## config.mk

```make
export PLATFORM = sky130hd
export DESIGN_NAME = clz_denormalize
export DESIGN_NICKNAME = d
export VERILOG_FILES = /design/src/rtl/clz_denormalize.sv
export SDC_FILE = /design/constraint.sdc
export NUM_CORES = 1
export LEC_CHECK = 0
export BUFFER_PORTS_ARGS = -buffer_cell sky130_fd_sc_hd__buf_4
export CAP_MARGIN = 20
export CORE_MARGIN = 3
export CORE_UTILIZATION = 51
export CTS_BUF_LIST = sky130_fd_sc_hd__clkbuf_16
export CTS_CLUSTER_DIAMETER = 150
export CTS_CLUSTER_SIZE = 28
export DETAILED_ROUTE_END_ITERATION = 6
export PLACE_DENSITY = 0.86
export SLEW_MARGIN = 10
export SYNTH_ARGS = -nofsm -noshare
export SYNTH_HDL_FRONTEND = slang
export SYNTH_SLANG_ARGS = --single-unit
```

## constraint.sdc

```tcl
create_clock -name clk -period 2.1 [get_ports clk]
set_input_delay 0.105 -clock clk [delete_from_list [all_inputs] [get_ports clk]]
set_output_delay 0.105 -clock clk [all_outputs]
set_load 0.005 [all_outputs]
```

## src/rtl/clz_denormalize.sv

```systemverilog
// Iterative denormalizer: restores a left-justified word from its leading-zero
// count by applying one right-shift barrel stage per cycle, MSB stage first.
module clz_denormalize #(
    parameter int W_IN  = 8,
    parameter int W_OUT = $clog2(W_IN)
) (
    input  logic             clk,
    input  logic             rst,
    input  logic             in_valid,
    output logic             in_ready,
    input  logic [W_IN-1:0]  in_data,
    input  logic [W_OUT-1:0] in_count,
    input  logic             in_zero,
    output logic             out_valid,
    input  logic             out_ready,
    output logic [W_IN-1:0]  out_data,
    output logic             busy
);

    // Both ports use valid/ready: a transfer happens on a rising edge where
    // valid and ready are both high; the sender holds its payload until then.

    typedef enum logic [1:0] {
        IDLE  = 2'd0,
        SHIFT = 2'd1,
        DONE  = 2'd2
    } state_t;

    localparam logic [W_OUT-1:0] K_LAST = W_OUT'(W_OUT - 1);

    state_t           state_q, state_d;
    logic [W_IN-1:0]  shift_q, shift_d;
    logic [W_OUT-1:0] count_q, count_d;
    logic [W_OUT-1:0] k_q, k_d;

    assign in_ready  = (state_q == IDLE) && !rst;
    assign out_valid = (state_q == DONE);
    assign busy      = (state_q != IDLE);
    assign out_data  = shift_q;

    always_comb begin
        state_d = state_q;
        shift_d = shift_q;
        count_d = count_q;
        k_d     = k_q;
        case (state_q)
            IDLE: begin
                if (in_valid && in_ready) begin
                    count_d = in_count;
                    // A zero word needs no shifting; its count is ambiguous anyway.
                    if (in_zero) begin
                        shift_d = '0;
                        state_d = DONE;
                    end else begin
                        shift_d = in_data;
                        k_d     = K_LAST;
                        state_d = SHIFT;
                    end
                end
            end
            SHIFT: begin
                for (int i = 0; i < W_OUT; i++) begin
                    if (k_q == W_OUT'(i) && count_q[i]) begin
                        shift_d = shift_q >> (1 << i);
                    end
                end
                if (k_q == '0) begin
                    state_d = DONE;
                end else begin
                    k_d = k_q - W_OUT'(1);
                end
            end
            DONE: begin
                if (out_ready) begin
                    state_d = IDLE;
                end
            end
            default: begin
                state_d = IDLE;
            end
        endcase
    end

    always_ff @(posedge clk) begin
        if (rst) begin
            state_q <= IDLE;
            shift_q <= '0;
            count_q <= '0;
            k_q     <= '0;
        end else begin
            state_q <= state_d;
            shift_q <= shift_d;
            count_q <= count_d;
            k_q     <= k_d;
        end
    end

endmodule

```

# Yosys cells after proc, flatten, opt, wreduce, memory -nomap -nowiden
# Cells that the tools add are included.
[classes]
n_addsub = 1
mul = 0
n_div = 0
magnitude_cmp = 0
n_eq_ne = 10
shift = 0
mux = 15
n_bitwise = 0
reduce_logical = 14
[ops]
columns = ["cell", "n"]
rows = [
  ["$mux W8", 5],
  ["$pmux W8 S2", 1],
  ["$mux W3", 3],
  ["$mux W2", 4],
  ["$ne A2 B2 Y1 const B", 3],
  ["$pmux W2 S3", 1],
  ["$pmux W3 S2", 1],
  ["$reduce_and A3 Y1", 2],
  ["$logic_and A1 B1 Y1", 5],
  ["$ne A2 B1 Y1 const B", 2],
  ["$ne A4 B4 Y1 const B", 1],
  ["$reduce_and A4 Y1", 1],
  ["$reduce_bool A2 Y1", 2],
  ["$eq A3 B1 Y1 const B", 1],
  ["$eq A3 B2 Y1 const B", 1],
  ["$logic_not A3 Y1", 1],
  ["$sub A3 B1 Y3 const B", 1],
  ["$eq A2 B1 Y1 const B", 1],
  ["$eq A2 B2 Y1 const B", 1],
  ["$logic_not A2 Y1", 1],
  ["$reduce_and A2 Y1", 1],
  ["$logic_not A1 Y1", 1],
]
[totals]
reg_bits = 16
latch_bits = 0
ramBits = 0
romBits = 0
in_bits = 16
out_inout_bits = 11
elab_cells = 44
memories = 0

# Logic depth before layout (Yosys ltp)
[logic_depth]
depth_word = 6
mapped_depth = 8
depth_no_buf = 7

# Least setup slack after synthesis
# Ideal clock, no wire load.
[synth_path]
path_kind = "reg-to-reg"
startpoint = "reg k_q[0]"
endpoint = "reg shift_q[0], in the netlist out_data[0]"
setup_ns = 0.088
arrival_ns = 1.564
required_ns = 2.012
slack_ns = 0.448
path_stages_with_launch = 9
n_path_buf = 2
synth_period_minus_slack_ns = 1.652
cell_sequence = "dfxtp_1 > inv_1 > ha_1 > and3b_1 > buf_2 > nand4b_4 > and2_4 > buf_6 > a311oi_2"
[synth_via]
elab_chain_len = 5
elab_cells_between_ends = 11
classes_between = "eq/ne (3); mux (3); reduce/logical (5)"
[synth_lines]
columns = ["item", "line", "rtl"]
rows = [
  ["start, declared", "34", "logic [W_OUT-1:0] k_q, k_d;"],
  ["start signal, assigned", "94", "k_q <= k_d;"],
  ["$eq A3 B1 Y1", "63", "if (k_q == W_OUT'(i) && count_q[i]) begin"],
  ["$logic_and A1 B1 Y1", "63", ""],
  ["$mux W8 (2 in series)", "63", ""],
  ["$pmux W8 S2", "46", "case (state_q)"],
  ["end signal, assigned", "92", "shift_q <= shift_d;"],
  ["end, declared", "32", "logic [W_IN-1:0] shift_q, shift_d;"],
]
# Parallel ways exist; a longest one is shown, timed or not.
# A chain may end at the register's enable or synchronous reset.

# Worst setup path in the final report
[layout_path]
startpoint = "reg k_q[0]"
endpoint = "reg shift_q[6], in the netlist out_data[6]"
# Same word-level chain as after synthesis.

==> flow_summary.ini <==
[route]
wl_per_cell_um = 16.1
drc = 0
wl_mm = 2.46
vias_per_cell = 5.90
ant_nets = 0
first_pass_iters = 4
drt_iter0_markers = 28
vias = 902

[floorplanning]
die_y_um = 50.6
fp-row-count = 15
io_pins = 27
placeableCoreArea_um2 = 1800
die_area_um2 = 2560
die_x_um = 50.6
start_util_pct = 56.3

[logic_synthesis]
syn_avg_cell_area_um2 = 9.66
synth_cells = 105
synth_area_leaders = dfxtp_1 (32%), mux2_2 (6.7%), a21oi_1 (6.4%)
synth_enable_flop_cells = 0
ys_ff_latch = 16
synth.cell_area_um2 = 1010
ys.flop_type = dfxtp_1
yosys_warnings = 0
synth.distinct_cells = 36
yosysMostFrequentCell = dfxtp_1
yosysTopAreaCell = dfxtp_1
synth_top_area_share_pct = 31.6
ys_seq_area_share_pct = 31.6
syn-num-nets = 125
synth-async-reset-ratio_pct = 0
ys_top_cells_by_count = dfxtp_1 (16), a21oi_1 (13), nor2_1 (10)

[worst_setup_path]
reg2reg_depth = 6
reg2reg_slack_ps = 270
cp.required_ps = 2260
critPathMaxFanout = 7
timing.rr.end = out_data[6]
r2r_start = k_q[0]
critPathArrivalTime_ps = 1990
cp-start-kind = register
worst-setup-path-type = register to register
crit_path_end_kind = register

[final_layout]
diodes = 0
nets = 150
drive_gt1_share_pct = 39.8
stdcell_count = 153
fin_area_um2 = 1270
syn2layout_area_growth_pct = 25.4

[sta]
max_clock_freq_mhz = 546
grt_setup_unrepaired = no
finalMaxSlewViolations = 0
finalWorstSetupSlack_ps = 267
finalCritPeriodShare_pct = 87.3
tightest_slew_ps = 534
setup_tns_ps = 0
finalSetupViolCount = 0
finalHoldViolations = 0
period_needed_ps = 1830
slew-limit-headroom_pct = 64.3
skew_ps = 0.691

[place]
hpwl_mm = 1.76
portBuffers = 26
post_dp_cell_area_um2 = 1200
place_inst = 150
post-place-ws_ps = 363
place_congestion = 0.894

[clock_tree]
cts_made_buffers = 3
cts_max_path_buffers = 2
hold_buffers = 0
htree_levels = 1
clkLatencyLatePin_ps = 240
ctsRootBufferMaster = clkbuf_16
clk_pin_slew_ps = 50
numClockSinks = 16
cts_resized = 0
cts_tree = built
cts_setup_buffers = 0

[global_route]
use_met1_pct = 24.0
grt_busiest_layer = met2
overflow = 0
grt_pass1_wl_mm = 4.06
antenna_found_initial = 0
grt_max_degree = 21
met3_usage_pct = 5.34
gr-usage-met2_pct = 37.2
grt_pass1_vias = 875
grt_usage_pct = 20.6

[power]
power_density_nw_per_um2 = 705
ir_drop_mv = 0.680
leakagePower_nw = 0.537

[hold_path]
hp-class = input pin to register
min_to = count_q[1]
min_path_cells = 3
hp-start = in_count[1]

[run_status]
status = completed

[flow_run]
maxCapViolations = 0
[worst max-delay path by stage]
stage,startpoint,endpoint,slack (ps),cells after the start
after detailed placement,k_q[0],out_data[6],360,6
after global routing,k_q[0],out_data[6],180,6
after CTS,k_q[0],out_data[6],300,6
after global placement,k_q[0],out_data[0],430,7
final,k_q[0],out_data[6],270,6
after floorplan,k_q[0],out_data[0],450,8
[area by class of cell]
class	count	area, um^2
clock buffer	3	75.1
multi-input combinational	77	628
tap	25	31.3
inverter	6	22.5
timing repair buffer	26	195
fill	147	529
sequential	16	320
[cell families (layout without fill, tap and decap cells)]
kind of cell,after synthesis,count (layout),synth area share (%)
compound gates,32,32,26.0
flops,16,16,31.6
fa+ha+maj,4,4,4.93
simple gates,32,32,21.3
buf+inv,12,35,6.53
mux,9,9,9.62
[state kept, by name, indices dropped and copies added, names as in the netlist]
signal,count
count_q,3
state_q,2
out_data,8
k_q,3
[placed cells by master (no fill, tap or decap), drive strengths merged, types with 2 or more instances in the layout]
cell	instances
a211oi	3
a21oi	14
a22oi	2
a311oi	4
a32oi	5
buf	26
clkbuf	3
dfxtp	16
ha	4
inv	6
mux2	6
mux2i	3
nand2	6
nor2	10
nor2b	2
nor3	2
nor4	2
[per-stage QoR]
step / hold WS [ps] / util (%) / power (W)
3_3_place_gp: 338 / 66.5 / 0.000534
5_1_grt: 142 / 70.6 / 0.000933
6_report: 112 / 70.6 / 0.000897
3_5_place_dp: 359 / 66.5 / 0.000541
4_1_cts: 112 / 70.6 / 0.000902
2_1_floorplan: 252 / - / 0.000473
[layer usage]
| layer | vias to the layer above | share of wire [%] |
|---|---|---|
| met5 | - | 0 |
| met4 | 0 | 1.6 |
| met3 | 4 | 4.5 |
| met2 | 25 | 53 |
| met1 | 433 | 41 |
| li1 | 440 | - |
[worst max-delay path, stage by stage (launching register included)]
cell and delay (ps):
dfxtp_1 380, inv_1 80, ha_1 200, and3b_1 260, nor3_2 390, a32oi_1 200
a211oi_2 240
[power breakdown]
part	leakage [nW]	internal (W)	switching, W	total, W
Clock	0.0370	0.000249	0.000110	0.000359
Sequential	0.131	0.000327	0.0000260	0.000353
Combinational	0.368	0.0000974	0.0000868	0.000184
Total	0.537	0.000674	0.000223	0.000897
No activity file was read; power rests on OpenSTA's default activity.
